File: config.mk
export PLATFORM = sky130hd
export DESIGN_NAME = receptor_medida_serial
export DESIGN_NICKNAME = d
export VERILOG_FILES = /design/src/rtl/receptor_medida_serial_pkg.sv /design/src/rtl/receptor_medida_serial_rx_7E1.sv /design/src/rtl/receptor_medida_serial.sv
export SDC_FILE = /design/constraint.sdc
export NUM_CORES = 1
export LEC_CHECK = 0
export CORE_ASPECT_RATIO = 1.4
export CORE_MARGIN = 2
export CORE_UTILIZATION = 53
export CTS_BUF_LIST = sky130_fd_sc_hd__clkbuf_16
export DETAILED_ROUTE_END_ITERATION = 7
export PLACE_DENSITY_LB_ADDON = 0.3
export SLEW_MARGIN = 20
export SYNTH_ARGS = -nofsm -noshare
export SYNTH_HDL_FRONTEND = slang
export SYNTH_SLANG_ARGS = --single-unit
File: constraint.sdc
create_clock -name clock -period 2.05 [get_ports clock]
set_clock_uncertainty 0.2 [all_clocks]
set_input_delay 0.41 -clock clock [delete_from_list [all_inputs] [get_ports clock]]
set_output_delay 0.41 -clock clock [all_outputs]
set_load 0.005 [all_outputs]
File: src/rtl/receptor_medida_serial_pkg.sv
// Purpose: shared types and constants for the receptor_medida_serial slice.
// Latency: n/a (declarations only).
// Backpressure: n/a.
// Contents: receiver FSM state encoding, ASCII constants for the "XYZ#"
// frame format and a digit classifier used by the frame parser.
package receptor_medida_serial_pkg;

    // Receiver FSM states; the encoding is exported on db_estado.
    typedef enum logic [2:0] {
        ST_IDLE      = 3'd0,
        ST_START     = 3'd1,
        ST_DATA      = 3'd2,
        ST_PARITY    = 3'd3,
        ST_STOP      = 3'd4,
        ST_ENTREGA   = 3'd5,
        ST_WAIT_IDLE = 3'd6
    } estado_t;

    localparam logic [6:0] ASCII_HASH = 7'h23;
    localparam logic [6:0] ASCII_ZERO = 7'h30;
    localparam logic [6:0] ASCII_NINE = 7'h39;

    // True for '0'..'9'.
    function automatic logic eh_digito(input logic [6:0] c);
        return (c >= ASCII_ZERO) && (c <= ASCII_NINE);
    endfunction

endpackage

File: src/rtl/receptor_medida_serial_rx_7E1.sv
// Purpose: 7E1 UART character receiver (mirror of tx_serial_7E1).
// Latency: o_pronto rises 1 cycle after the stop-bit sample cycle.
// Backpressure: none; every accepted character is presented for one cycle only.
//
// Ports:
//   i_clock, i_reset     system clock, synchronous active-high reset
//   i_rx                 raw RX line (asynchronous, idles high)
//   o_dados              last accepted character (stable while o_pronto)
//   o_pronto             1-cycle pulse per accepted character
//   o_erro_paridade      1-cycle pulse on even-parity mismatch
//   o_erro_frame         1-cycle pulse when the stop bit samples 0
//   o_estado             current FSM state
// Optional: RX_PARITY_CHECK_EN enables the parity check; when undefined the
// parity bit is simply skipped and o_erro_paridade stays 0.
module receptor_medida_serial_rx_7E1
    import receptor_medida_serial_pkg::*;
#(
    parameter int BAUD_DIV = 434,
    parameter int HALF_DIV = BAUD_DIV / 2
) (
    input  logic       i_clock,
    input  logic       i_reset,
    input  logic       i_rx,
    output logic [6:0] o_dados,
    output logic       o_pronto,
    output logic       o_erro_paridade,
    output logic       o_erro_frame,
    output logic [2:0] o_estado
);

    localparam int TW = (BAUD_DIV > 2) ? $clog2(BAUD_DIV) : 2;

    // Line synchronizer: both flops reset to the idle (high) level so a reset
    // never looks like a falling start edge by itself.
    logic          r_sync1;
    logic          r_sync2;
    logic          w_rx;

    estado_t       r_estado;
    estado_t       w_estado_prox;
    logic [TW-1:0] r_timer;
    logic [2:0]    r_bit_cnt;
    logic [6:0]    r_shift;
    logic [6:0]    r_dados;
    logic          r_erro_frame;
    logic          r_erro_paridade;

    logic          w_fim_meio;
    logic          w_fim_bit;
    logic          w_timer_clr;
    logic          w_shift_en;
    logic          w_carrega;
    logic          w_erro_frame;
    logic          w_erro_paridade;
    logic          w_paridade_ok;

    assign w_rx       = r_sync2;
    assign w_fim_meio = (r_timer == TW'(HALF_DIV - 1));
    assign w_fim_bit  = (r_timer == TW'(BAUD_DIV - 1));

`ifdef RX_PARITY_CHECK_EN
    logic r_paridade;

    // Even parity: data bits plus parity bit must hold an even number of ones.
    assign w_paridade_ok = ~(^{r_shift, r_paridade});

    always_ff @(posedge i_clock) begin
        if (i_reset) begin
            r_paridade <= 1'b0;
        end else if (r_estado == ST_PARITY && w_fim_bit) begin
            r_paridade <= w_rx;
        end
    end
`else
    assign w_paridade_ok = 1'b1;
`endif

    // Next-state and per-cycle strobes.
    always_comb begin
        w_estado_prox   = r_estado;
        w_timer_clr     = 1'b0;
        w_shift_en      = 1'b0;
        w_carrega       = 1'b0;
        w_erro_frame    = 1'b0;
        w_erro_paridade = 1'b0;
        case (r_estado)
            ST_IDLE: begin
                w_timer_clr = 1'b1;
                if (!w_rx) begin
                    w_estado_prox = ST_START;
                end
            end
            ST_START: begin
                // Mid-start-bit check rejects short low glitches.
                if (w_fim_meio) begin
                    w_timer_clr   = 1'b1;
                    w_estado_prox = w_rx ? ST_IDLE : ST_DATA;
                end
            end
            ST_DATA: begin
                if (w_fim_bit) begin
                    w_timer_clr = 1'b1;
                    w_shift_en  = 1'b1;
                    if (r_bit_cnt == 3'd6) begin
                        w_estado_prox = ST_PARITY;
                    end
                end
            end
            ST_PARITY: begin
                if (w_fim_bit) begin
                    w_timer_clr   = 1'b1;
                    w_estado_prox = ST_STOP;
                end
            end
            ST_STOP: begin
                if (w_fim_bit) begin
                    w_timer_clr = 1'b1;
                    // A low stop bit wins over a parity error so that the
                    // three status pulses stay mutually exclusive.
                    if (!w_rx) begin
                        w_erro_frame  = 1'b1;
                        w_estado_prox = ST_WAIT_IDLE;
                    end else if (w_paridade_ok) begin
                        w_carrega     = 1'b1;
                        w_estado_prox = ST_ENTREGA;
                    end else begin
                        w_erro_paridade = 1'b1;
                        w_estado_prox   = ST_IDLE;
                    end
                end
            end
            ST_ENTREGA: begin
                w_timer_clr   = 1'b1;
                w_estado_prox = ST_IDLE;
            end
            ST_WAIT_IDLE: begin
                // Break or stuck-low line: wait for the line to recover.
                w_timer_clr = 1'b1;
                if (w_rx) begin
                    w_estado_prox = ST_IDLE;
                end
            end
            default: begin
                w_timer_clr   = 1'b1;
                w_estado_prox = ST_IDLE;
            end
        endcase
    end

    always_ff @(posedge i_clock) begin
        if (i_reset) begin
            r_sync1         <= 1'b1;
            r_sync2         <= 1'b1;
            r_estado        <= ST_IDLE;
            r_timer         <= '0;
            r_bit_cnt       <= '0;
            r_shift         <= '0;
            r_dados         <= '0;
            r_erro_frame    <= 1'b0;
            r_erro_paridade <= 1'b0;
        end else begin
            r_sync1         <= i_rx;
            r_sync2         <= r_sync1;
            r_estado        <= w_estado_prox;
            r_erro_frame    <= w_erro_frame;
            r_erro_paridade <= w_erro_paridade;

            if (w_timer_clr) begin
                r_timer <= '0;
            end else begin
                r_timer <= r_timer + TW'(1);
            end

            // Bit counter only runs inside DATA; it restarts every character.
            if (r_estado != ST_DATA) begin
                r_bit_cnt <= '0;
            end else if (w_shift_en) begin
                r_bit_cnt <= r_bit_cnt + 3'd1;
            end

            // LSB arrives first, so shift in from the top.
            if (w_shift_en) begin
                r_shift <= {w_rx, r_shift[6:1]};
            end

            // Load on entry to ENTREGA so the character is already stable
            // during the pronto cycle.
            if (w_carrega) begin
                r_dados <= r_shift;
            end
        end
    end

    assign o_dados         = r_dados;
    assign o_pronto        = (r_estado == ST_ENTREGA);
    assign o_erro_frame    = r_erro_frame;
    assign o_erro_paridade = r_erro_paridade;
    assign o_estado        = r_estado;

endmodule

File: src/rtl/receptor_medida_serial.sv
// Purpose: receives "XYZ#" ASCII frames over 7E1 serial and outputs a 12-bit BCD value.
// Latency: valor/valor_valido update 1 cycle after the pronto_rx of the '#'.
// Backpressure: none; the line cannot be stalled, status outputs are 1-cycle pulses.
//
// Ports:
//   clock, reset          system clock, synchronous active-high reset
//   entrada_serial        raw RX line (idles high)
//   dados_ascii/pronto_rx last character and its accept pulse
//   erro_paridade         parity error pulse (RX_PARITY_CHECK_EN only)
//   erro_frame            stop-bit error pulse
//   valor/valor_valido    last good BCD value {hundreds, tens, units} and update pulse
//   erro_formato          pulse when a partial/illegal frame is discarded
//   db_estado             receiver FSM state
// Optional: RX_PARITY_CHECK_EN (see receptor_medida_serial_rx_7E1).
module receptor_medida_serial
    import receptor_medida_serial_pkg::*;
#(
    parameter int BAUD_DIV = 434,
    parameter int HALF_DIV = BAUD_DIV / 2
) (
    input  logic        clock,
    input  logic        reset,
    input  logic        entrada_serial,
    output logic [6:0]  dados_ascii,
    output logic        pronto_rx,
    output logic        erro_paridade,
    output logic        erro_frame,
    output logic [11:0] valor,
    output logic        valor_valido,
    output logic        erro_formato,
    output logic [2:0]  db_estado
);

    logic [6:0]  w_dados;
    logic        w_pronto;
    logic        w_erro_paridade;
    logic        w_erro_frame;
    logic [2:0]  w_estado;

    logic [1:0]  r_cont;
    logic [3:0]  r_slot0;
    logic [3:0]  r_slot1;
    logic [3:0]  r_slot2;
    logic [11:0] r_valor;
    logic        r_valor_valido;
    logic        r_erro_formato;

    logic        w_eh_digito;
    logic        w_eh_hash;
    logic        w_aceita_digito;
    logic        w_fecha;
    logic        w_descarta;

    receptor_medida_serial_rx_7E1 #(
        .BAUD_DIV (BAUD_DIV),
        .HALF_DIV (HALF_DIV)
    ) u_rx (
        .i_clock         (clock),
        .i_reset         (reset),
        .i_rx            (entrada_serial),
        .o_dados         (w_dados),
        .o_pronto        (w_pronto),
        .o_erro_paridade (w_erro_paridade),
        .o_erro_frame    (w_erro_frame),
        .o_estado        (w_estado)
    );

    assign w_eh_digito = eh_digito(w_dados);
    assign w_eh_hash   = (w_dados == ASCII_HASH);

    // Parser decisions. Anything that is neither an accepted digit nor a
    // closing '#' while a character is presented throws the frame away; a
    // line error only counts as a discard if a frame was in progress.
    always_comb begin
        w_aceita_digito = 1'b0;
        w_fecha         = 1'b0;
        w_descarta      = 1'b0;
        if (w_pronto) begin
            if (w_eh_digito && (r_cont != 2'd3)) begin
                w_aceita_digito = 1'b1;
            end else if (w_eh_hash && (r_cont == 2'd3)) begin
                w_fecha = 1'b1;
            end else begin
                w_descarta = 1'b1;
            end
        end else if ((w_erro_frame || w_erro_paridade) && (r_cont != 2'd0)) begin
            w_descarta = 1'b1;
        end
    end

    always_ff @(posedge clock) begin
        if (reset) begin
            r_cont         <= '0;
            r_slot0        <= '0;
            r_slot1        <= '0;
            r_slot2        <= '0;
            r_valor        <= '0;
            r_valor_valido <= 1'b0;
            r_erro_formato <= 1'b0;
        end else begin
            r_valor_valido <= w_fecha;
            r_erro_formato <= w_descarta;

            if (w_aceita_digito) begin
                case (r_cont)
                    2'd0:    r_slot0 <= w_dados[3:0];
                    2'd1:    r_slot1 <= w_dados[3:0];
                    default: r_slot2 <= w_dados[3:0];
                endcase
                r_cont <= r_cont + 2'd1;
            end

            if (w_fecha) begin
                r_valor <= {r_slot0, r_slot1, r_slot2};
            end

            // After a close or a discard the next character starts a new frame.
            if (w_fecha || w_descarta) begin
                r_cont <= '0;
            end
        end
    end

    assign dados_ascii   = w_dados;
    assign pronto_rx     = w_pronto;
    assign erro_paridade = w_erro_paridade;
    assign erro_frame    = w_erro_frame;
    assign valor         = r_valor;
    assign valor_valido  = r_valor_valido;
    assign erro_formato  = r_erro_formato;
    assign db_estado     = w_estado;

endmodule

==> results.md, run 1 <==
* Result of the run: finished, final reports clean
* Post-synthesis adder-cell area fraction at 3.96%
* Area of the mapped netlist at 0.00252 mm^2
* Residual DRC at 0
* F_max at 512 MHz
* Power after layout at 2.70 mW
* Number of synthesis warnings at 0
* Instance count of the mapped netlist at 249
* Cell family with most CP delay: buffers and inverters
* Final min period at 1.95 ns
* Worst Hold Margin at 0.207 ns
* Buffering stage count on the worst path with inverters included at 2
* Areal power density over the cells at 857 mW/mm^2
* Fraction of the mapped netlist area in simple logic gates at 21.1%
* Setup repair after global routing missed its margin: no
* Maximum clock path buffer count at 2
* Measured slew at the worst slew-check pin at 0.511 ns
* Main combinational cell family by area after synthesis: simple AND/OR/NAND/NOR gates
* Antenna diode count at 0
* Area of the die at 0.00534 mm^2
* CP cell instances: buf_4 > clkdlybuf4s50_1
* Leftover overflow at the end of global routing at 0
* Critical path type: flop to primary output
* Cell types occupying the most area after synthesis: dfxtp_1 (48%), mux2i_1 (11%), nor2_1 (5.5%)
* Vias after detailed routing at 1782
* Max VDD drop at 0.000660 V
* DRT Wirelength at 4.68 mm
* Required time of the critical path at 1.44 ns
* Violation count after the first detailed-routing iteration at 86
* EDFF count, synth at 0
* Post-layout net count at 291
* Ratio of cells with drive above 1 in the final layout at 11.6%
* Num CTS Buffers at 9
* Placed Cells at 329
* Metal-1 WL at 1.93 mm
* Minimum setup slack after placement at 0.00841 ns
* Clock sinks at 60
* Sequential fraction of the synthesis area at 47.6%
* Count of different cell masters after synthesis at 45
* Number of buffers added to fix hold violations after cts at 0
* Placeable core region at 0.00457 mm^2
* Met3 wire len at 186 um
* TritonCTS clock tree: built
* Number of port buffers at 28
* Floorplan die height at 85.7 um
* Largest net degree at the start of global routing at 39
* Clk_lat worst skew at 0.32 ns
* Post-detailed-route count of antenna-violating nets at 0
* Area after DPL at 0.00285 mm^2
* Path type of the worst min-delay path: flop to flop
* Fraction of synthesized area in multiplexers at 11.1%
* Post-synth top area cell: dfxtp_1
* Average footprint of a synthesized cell at 10.1 um^2
* Type of destination of the critical path: primary output
* Final hold viol count at 0
* Chip Width at 62.3 um
* Area growth from synthesis to layout at 24.9%
* Finish-stage setup viols at 0
* Worst-path cell with the longest stage delay: clkdlybuf4s50_1
* Number of maximum-capacitance violations at 0
* Number of iterations in the first detailed-routing pass at 4
* Initial cell density of the core at 55.2%
* Count of state elements after synthesis at 60
* Drt wl/cell at 13.5 um
* Mapped Nets at 260
* Weighted congestion reported at the end of routability-driven placement at 0.819
* Highest signal layer in the routed design: met4
* Number of primary I/O pins at 30
* Antenna violations before repair at 0
* Final Max Slew Viols at 0
* Master cell of the clock root buffer: clkbuf_16
* Max-slew headroom at the worst pin at 65.9%
* Fraction of the mapped netlist area in compound gates at 8.67%
* GRT Overall Usage at 18.9%
* Vias in the first global route at 1719
* Final clock period utilization by the worst path at 95.2%
* Placement Rows at 29
* Data arrival time of the critical path at 1.34 ns
* Vias per Instance at 5.14
* Xor/xnor share of the synthesized area at 3.12%
* Level count of the clock H-tree at 3
* Final standard cell count with taps included and fillers excluded at 347
* Fraction of post-synthesis cell area in the top cell type by area at 47.6%
* Crit path setup slack, layout at 0.0974 ns
* Routed length on met2 at 2.46 mm
* Critical path's largest stage delay at 0.51 ns
* Detail Placement HPWL at 3.31 mm
* Fraction of synthesis flops using an asynchronous set or reset pin at 0%
* Clock transition at the register clock pins on the worst setup and hold paths after CTS at 0.05 ns
* Critical Path Fanout Max at 8
* Leakage power at 1.35 nW
* Setup TNS at 0 ns
* Nature of the critical path startpoint: flop
* Post-route design area at 0.00315 mm^2
* Wire length of the first global-routing pass at 7.85 mm
* Final core utilization at 69.0%
* Most common flop cell mapped by yosys: dfxtp_1
[Yosys cell counts (2+ instances only)]
master,number
nand3_1,4
nand4_1,2
xnor2_1,6
nor2_1,37
and2b_1,3
a21oi_1,3
dfxtp_1,60
nand4_2,2
o21ai_0,2
inv_1,8
nand2_1,6
mux2i_1,28
and2_1,3
ha_1,8
buf_2,3
nor2b_1,4
a211oi_1,4
or2_2,2
a22o_1,12
clkbuf_1,7
and4b_1,2
xor2_1,3
nor3b_1,3
nand2b_1,16
[cell type report]
class,instances,area (um^2)
Timing Repair Buffer,34,337
Inverter,8,30.0
Fill cell,359,1420
Multi-Input combinational cell,167,1220
Tap cell,62,77.6
Sequential cell,60,1210
Clock buffer,9,225
Clock inverter,7,60.1
[kinds of logic after synthesis]
group | count (synthesis)
other cells | 1
buf+inv | 22
simple gates | 94
mux | 28
fa+ha+maj | 8
flops | 60
xor+xnor | 9
compound gates | 27
[metal layers]
| layer | vias to the layer above | GRT usage, % |
|---|---|---|
| met5 | - | 0 |
| met4 | 0 | 9.70 |
| met3 | 12 | 4.72 |
| met2 | 35 | 34.3 |
| met1 | 828 | 20.4 |
| li1 | 907 | - |
[registers in the layout, summed over array words and instances, names as in the netlist]
register / count
erro_formato: 1
r_cont: 2
r_slot0: 4
r_slot1: 4
r_slot2: 4
u_rx.o_dados: 7
u_rx.o_erro_frame: 1
u_rx.o_estado: 3
u_rx.r_bit_cnt: 3
u_rx.r_shift: 7
u_rx.r_sync1: 1
u_rx.r_sync2: 1
u_rx.r_timer: 9
valor: 12
valor_valido: 1
[timing repair]
item	CTS	global route
resized for setup	4	2
setup endpoints to repair	1	13
buffers inserted	2	0
[worst paths after layout]
kind,startpoint,to,slack [ns],cells after the start
setup / recovery,u_rx.o_estado[0]$_SDFFE_PP0P_,db_estado[0],0.1,2
hold reg to reg,u_rx.r_sync1$_SDFF_PP1_,u_rx.r_sync2$_SDFF_PP1_,0.21,1
hold / removal,u_rx.r_sync1$_SDFF_PP1_,u_rx.r_sync2$_SDFF_PP1_,0.21,1
setup reg to reg,u_rx.r_timer[0]$_SDFF_PP0_,u_rx.r_timer[3]$_SDFF_PP0_,0.12,6
[placed cells by master (no fill, tap or decap), types with 4 or more instances in the layout]
master,count
dfxtp_1,58
nor2_1,36
mux2i_1,28
clkdlybuf4s50_1,27
nand2b_1,16
a22o_1,12
inv_1,10
clkbuf_16,9
ha_1,8
nand2_1,6
xnor2_1,6
buf_4,5
nor2b_1,4
nand3_1,4
a211oi_1,4
[power breakdown]
part | leakage, nW | internal [mW] | total (mW) | switching (mW)
registers | 0.485 | 1.18 | 1.18 | 0.00849
clock network | 0.148 | 0.922 | 1.42 | 0.497
logic | 0.721 | 0.0491 | 0.100 | 0.0510
[worst reg2reg max path: stages, from the launching register on]
cell and delay [ns]:
dfxtp_1 0.34, inv_1 0.08, ha_1 0.13, or4b_1 0.45, o211a_1 0.27, o21bai_4 0.26
nor2_1 0.08
(Power assumes the default switching activity.)
==> run 2: changes to the inputs <==
Settings changed: SYNTH_HIERARCHICAL set to 1.
==> run 2 against run 1 <==
Against the previous run: the run now ends with negative setup slack left; sequential power barely moved; total power grew 5.7%; flip-flop and latch count unchanged; non-clock buffer count increased by 16; die area increased by 2.6%; clock power up 8%; critical path depth up 4; synthesized cell count grew 3.2%; largest cell class unchanged; highest routed layer unchanged.
==> results.md, run 2 <==
* Result of the run: finished with violations
* Violations in the final reports: negative setup slack
* Reg-to-reg setup timing slack at -0.06 ns
* Final min period at 2.11 ns
* GRT Overall Usage at 20.9%
* Fraction of the mapped netlist area in compound gates at 11.3%
* Most instantiated cells after synthesis: dfxtp_1 (60), nor2_1 (24), mux2i_1 (20)
* Launch point of the worst reg-to-reg path: u_rx/r_timer[0]$_SDFF_PP0_
* Most common flop cell mapped by yosys: dfxtp_1
* Antenna diode count at 0
* Setup repair after global routing missed its margin: yes
* Most frequently used cell type in the post-synthesis netlist: dfxtp_1
* CP cell instances: inv_2 > ha_1 > or4b_4 > o31a_1 > or3_1 > a211oi_1
* Count of state elements after synthesis at 60
* Number of synthesis warnings at 6
* Worst-path cell with the longest stage delay: or4b_4
* Antenna violations before repair at 0
* Type of destination of the critical path: flop
* Leading cell types in the layout, fill and taps excluded: dfxtp_1 (55), clkdlybuf4s50_1 (27), nor2_1 (24), mux2i_1 (20)
* Post-synthesis adder-cell area fraction at 3.86%
* Residual DRC at 0
* Sequential fraction of the synthesis area at 46.3%
* Floorplan die height at 86.8 um
* Data arrival time of the critical path at 2.13 ns
* Minimum setup slack after placement at -0.0261 ns
* F_max at 474 MHz
* Num CTS Buffers at 9
* Violation count after the first detailed-routing iteration at 80
* Ratio of cells with drive above 1 in the final layout at 22.3%
* Power after layout at 2.86 mW
* Fraction of post-synthesis cell area in the top cell type by area at 46.3%
* Area of the die at 0.00548 mm^2
* Maximum clock path buffer count at 2
* Worst Hold Margin at 0.209 ns
* Mapped Nets at 268
* Count of different cell masters after synthesis at 52
* Vias per Instance at 5.38
* EDFF count, synth at 0
* Post-layout net count at 315
* Post-synth top area cell: dfxtp_1
* Buffering stage count on the worst path with inverters included at 1
* Number of primary I/O pins at 30
* Number of port buffers at 28
* Startpoint of the worst setup timing path: u_rx/r_timer[0]$_SDFF_PP0_
* TritonCTS clock tree: built
* Level count of the clock H-tree at 3
* Clock sinks at 60
* Main combinational cell family by area after synthesis: simple AND/OR/NAND/NOR gates
* Max FFs per register at 12
* Fraction of the mapped netlist area in simple logic gates at 22.9%
* Most common cell after layout, fill and taps aside: dfxtp_1
* # fillers at 371
* Largest net degree at the start of global routing at 23
* Placeable core region at 0.00477 mm^2
* Vias after detailed routing at 2006
* Leakage power at 1.36 nW
* Vias in the first global route at 1912
* Max VDD drop at 0.000484 V
* Number of buffers added to fix hold violations after cts at 0
* Fraction of synthesis flops using an asynchronous set or reset pin at 0%
* Required time of the critical path at 2.07 ns
* Xor/xnor share of the synthesized area at 3.38%
* Chip Width at 63.1 um
* Areal power density over the cells at 840 mW/mm^2
* Area after DPL at 0.00303 mm^2
* Number of maximum-capacitance violations at 0
* Final Max Slew Viols at 0
* Wire length of the first global-routing pass at 8.69 mm
* Critical path type: flop to flop
* Finish-stage setup viols at 1
* Area of the mapped netlist at 0.00259 mm^2
* Clk_lat worst skew at 0.32 ns
* Final clock period utilization by the worst path at 103%
* Area growth from synthesis to layout at 31.0%
* Critical path's largest stage delay at 0.44 ns
* Critical Path Fanout Max at 3
* Nature of the critical path startpoint: flop
* Post-route design area at 0.00340 mm^2
* Path type of the worst min-delay path: flop to flop
* Cell family with most CP delay: simple AND/OR/NAND/NOR gates
* Instance count of the mapped netlist at 257
* Clock transition at the register clock pins on the worst setup and hold paths after CTS at 0.05 ns
* DRT Wirelength at 5.38 mm
* Average footprint of a synthesized cell at 10.1 um^2
* Drt wl/cell at 14.4 um
* Fraction of synthesized area in multiplexers at 7.71%
* Placement Rows at 30
* Startpoint of the worst hold path: u_rx/r_sync1$_SDFF_PP1_
* Leftover overflow at the end of global routing at 0
* Cell types occupying the most area after synthesis: dfxtp_1 (46%), mux2i_1 (7.7%), a22o_2 (4.6%)
* Weighted congestion reported at the end of routability-driven placement at 0.877
* Crit path setup slack, layout at -0.0588 ns
* Number of iterations in the first detailed-routing pass at 4
* Detail Placement HPWL at 3.61 mm
* Post-detailed-route count of antenna-violating nets at 0
* Master cell of the clock root buffer: clkbuf_16
* Initial cell density of the core at 54.4%
* Final hold viol count at 0
==> run 2: layer usage <==
metal / up-vias / track usage, % / wire length (um)
met5: - / 0 / 0
met4: 0 / 13.5 / 91
met3: 7 / 4.03 / 203
met2: 45 / 38.6 / 2890
met1: 952 / 21.3 / 2190
li1: 1002 / - / -
==> run 2: logic make-up (layout without fill, tap and decap cells) <==
| family | count (synthesis) | after routing |
|---|---|---|
| multiplexers | 20 | 20 |
| other | 1 | 1 |
| adder cells (fa/ha/maj) | 8 | 8 |
| XOR/XNOR | 10 | 10 |
| AO/OA/AOI/OAI | 34 | 34 |
| flip-flops | 60 | 60 |
| AND/OR/NAND/NOR | 101 | 101 |
| buffers and inverters | 23 | 75 |
==> run 2: stage by stage <==
| step | TNS, ns | util (%) | cells |
|---|---|---|---|
| 2_1_floorplan | 0 | - | 257 |
| 3_3_place_gp | 0 | 63.5 | 354 |
| 3_5_place_dp | -0.0261 | 63.5 | 354 |
| 4_1_cts | -0.0191 | 70.5 | 371 |
| 5_1_grt | -0.252 | 71.3 | 373 |
| 6_report | -0.0588 | 71.3 | 373 |
==> run 2: what timing repair did <==
action	in CTS	in global routing
endpoints found under the setup margin	3	12
pin swaps	2	2
buffers inserted	1	1
gates cloned	0	1
gates resized for setup	12	6
==> run 2: where the power goes <==
group	internal, mW	switching [mW]	leakage (nW)
clock	1.05	0.485	0.158
combinational	0.0723	0.0683	0.718
sequential	1.18	0.00982	0.487
==> run 2: cell type report <==
cell class	instances	area (um^2)	area share, %
clock inverter	7	82.6	2.43
timing repair buffer	50	464	13.7
inverter	9	33.8	0.994
tap	64	80.1	2.36
sequential	60	1210	35.7
clock buffer	9	225	6.62
multi-input combinational	174	1300	38.3
==> run 2: worst paths after layout <==
kind | to | cells after the start
worst max register to register | u_rx/o_estado[1]$_SDFFE_PP0P_ | 6
worst max-delay path | u_rx/o_estado[1]$_SDFFE_PP0P_ | 6
worst min register to register | u_rx/r_sync2$_SDFF_PP1_ | 1
worst min-delay path | u_rx/r_sync2$_SDFF_PP1_ | 1
==> run 3: changes to the inputs <==
Settings changed: HOLD_SLACK_MARGIN set to 0.15, MAX_ROUTING_LAYER set to met4.
==> run 3 against run 2 <==
Against the previous run: the run still ends with negative setup slack left; register-to-register slack about the same; critical path type unchanged; critical endpoint unchanged; worst hold slack is essentially flat; clock-buffer cell count unchanged; first-iteration DRC count increased by 7.5%; non-clock buffer count did not move; final cell count unchanged; die area unchanged; global-route usage is 0.62 points higher; largest cell class unchanged; utilization is the same.
==> results.md, run 3 (synthesized netlist as in run 2, its figures left out) <==
* Largest net degree at the start of global routing at 23
* Number of buffers added to fix hold violations after cts at 0
* Most common cell after layout, fill and taps aside: dfxtp_1
* Data arrival time of the critical path at 2.13 ns
* Number of port buffers at 28
* Final clock period utilization by the worst path at 103%
* Result of the run: finished with violations
* Violations in the final reports: negative setup slack
* Leftover overflow at the end of global routing at 0
* Nature of the critical path startpoint: flop
* Type of destination of the critical path: flop
* Leakage power at 1.36 nW
* Critical Path Fanout Max at 3
* Launch point of the worst reg-to-reg path: u_rx/r_timer[0]$_SDFF_PP0_
* Clock sinks at 60
* Number of primary I/O pins at 30
* GRT Overall Usage at 21.5%
* Number of cells traversed by the worst register-to-register path at 6
* RR Endpoint: u_rx/o_estado[1]$_SDFFE_PP0P_
* Finish-stage setup viols at 1
* # fillers at 371
* Number of iterations in the first detailed-routing pass at 4
* Area after DPL at 0.00303 mm^2
* DRT Wirelength at 5.38 mm
* Placeable core region at 0.00477 mm^2
* Final Max Slew Viols at 0
* Detail Placement HPWL at 3.61 mm
* Clk_lat worst skew at 0.32 ns
* Vias per Instance at 5.39
* F_max at 473 MHz
* Post-layout net count at 315
* Chip Width at 63.1 um
* Leading cell types in the layout, fill and taps excluded: dfxtp_1 (55), clkdlybuf4s50_1 (27), nor2_1 (24), mux2i_1 (20)
* Violation count after the first detailed-routing iteration at 86
* Vias after detailed routing at 2011
* Startpoint of the worst setup timing path: u_rx/r_timer[0]$_SDFF_PP0_
* Reg-to-reg setup timing slack at -0.06 ns
* Residual DRC at 0
* Area growth from synthesis to layout at 31.0%
* Weighted congestion reported at the end of routability-driven placement at 0.892
* Clock transition at the register clock pins on the worst setup and hold paths after CTS at 0.05 ns
* Path type of the worst min-delay path: flop to flop
* Wire length of the first global-routing pass at 8.70 mm
* Number of maximum-capacitance violations at 0
* Crit path setup slack, layout at -0.0634 ns
* Max FFs per register at 12
* Antenna violations before repair at 0
* Post-detailed-route count of antenna-violating nets at 0
* Final min period at 2.11 ns
* Vias in the first global route at 1912
* Final hold viol count at 0
* Area of the die at 0.00548 mm^2
* Final core utilization at 71.3%
* Critical Path Sink: u_rx/o_estado[1]$_SDFFE_PP0P_
* Critical path type: flop to flop
* Level count of the clock H-tree at 3
* Num CTS Buffers at 9
* TritonCTS clock tree: built
* Ratio of cells with drive above 1 in the final layout at 22.3%
* Initial cell density of the core at 54.4%
* Minimum setup slack after placement at -0.0261 ns
* Drt wl/cell at 14.4 um
* Setup repair after global routing missed its margin: yes
* Required time of the critical path at 2.07 ns
* Maximum clock path buffer count at 2
* Areal power density over the cells at 840 mW/mm^2
* Post-route design area at 0.00340 mm^2
* Placement Rows at 30
* Master cell of the clock root buffer: clkbuf_16
* Floorplan die height at 86.8 um
* Max VDD drop at 0.000484 V
* Antenna diode count at 0
[run 3: power breakdown]
part	internal (mW)	switching (mW)	total (mW)
clock	1.05	0.485	1.53
sequential	1.18	0.00986	1.19
combinational	0.0723	0.0680	0.140
[run 3: per-layer routing]
layer	GRT usage, %	share of wire, %	wire length (um)
met5	-	0	0
met4	13.5	1.9	100
met3	4.03	4.0	215
met2	38.6	54	2900
met1	21.3	40	2160
[run 3: per-stage QoR]
stage               std cells  TNS [ns]  power [mW]  hold WS [ns]
global route              373    -0.252        2.94         0.233
finish                    373   -0.0634        2.86         0.209
floorplan                 257         0        1.27         0.189
global placement          354         0        1.33         0.196
CTS                       371   -0.0191        2.87         0.212
detailed placement        354   -0.0261        1.33         0.196
[run 3: area by class of cell]
class / count / area (um^2) / area share, %
sequential: 60 / 1210 / 35.7
clock inverter: 7 / 82.6 / 2.43
multi-input combinational: 174 / 1300 / 38.3
timing repair buffer: 50 / 464 / 13.7
inverter: 9 / 33.8 / 0.994
tap: 64 / 80.1 / 2.36
clock buffer: 9 / 225 / 6.62
[run 3: how the worst min path moves through the flow]
| stage | startpoint | end | slack, ns | cells past startpoint |
|---|---|---|---|---|
| 2_1_floorplan | u_rx/r_sync1$_SDFF_PP1_ | u_rx/r_sync2$_SDFF_PP1_ | 0.19 | 1 |
| 3_3_place_gp | u_rx/r_sync1$_SDFF_PP1_ | u_rx/r_sync2$_SDFF_PP1_ | 0.20 | 1 |
| 3_5_place_dp | u_rx/r_sync1$_SDFF_PP1_ | u_rx/r_sync2$_SDFF_PP1_ | 0.20 | 1 |
| 4_1_cts | u_rx/r_sync1$_SDFF_PP1_ | u_rx/r_sync2$_SDFF_PP1_ | 0.21 | 1 |
| 5_1_grt | u_rx/r_sync1$_SDFF_PP1_ | u_rx/r_sync2$_SDFF_PP1_ | 0.23 | 1 |
| 6_report | u_rx/r_sync1$_SDFF_PP1_ | u_rx/r_sync2$_SDFF_PP1_ | 0.21 | 1 |
[run 3: what timing repair did]
item / in CTS / in global routing
endpoints found under the setup margin: 3 / 12
pin swaps: 2 / 2
cloned: 0 / 1
buffers inserted: 1 / 1
gates resized for setup: 12 / 6
[run 3: critical path: stages (launching register included)]
cell	delay, ns
dfxtp_2	0.33
inv_2	0.04
ha_1	0.12
or4b_4	0.44
o31a_1	0.28
or3_1	0.36
a211oi_1	0.23
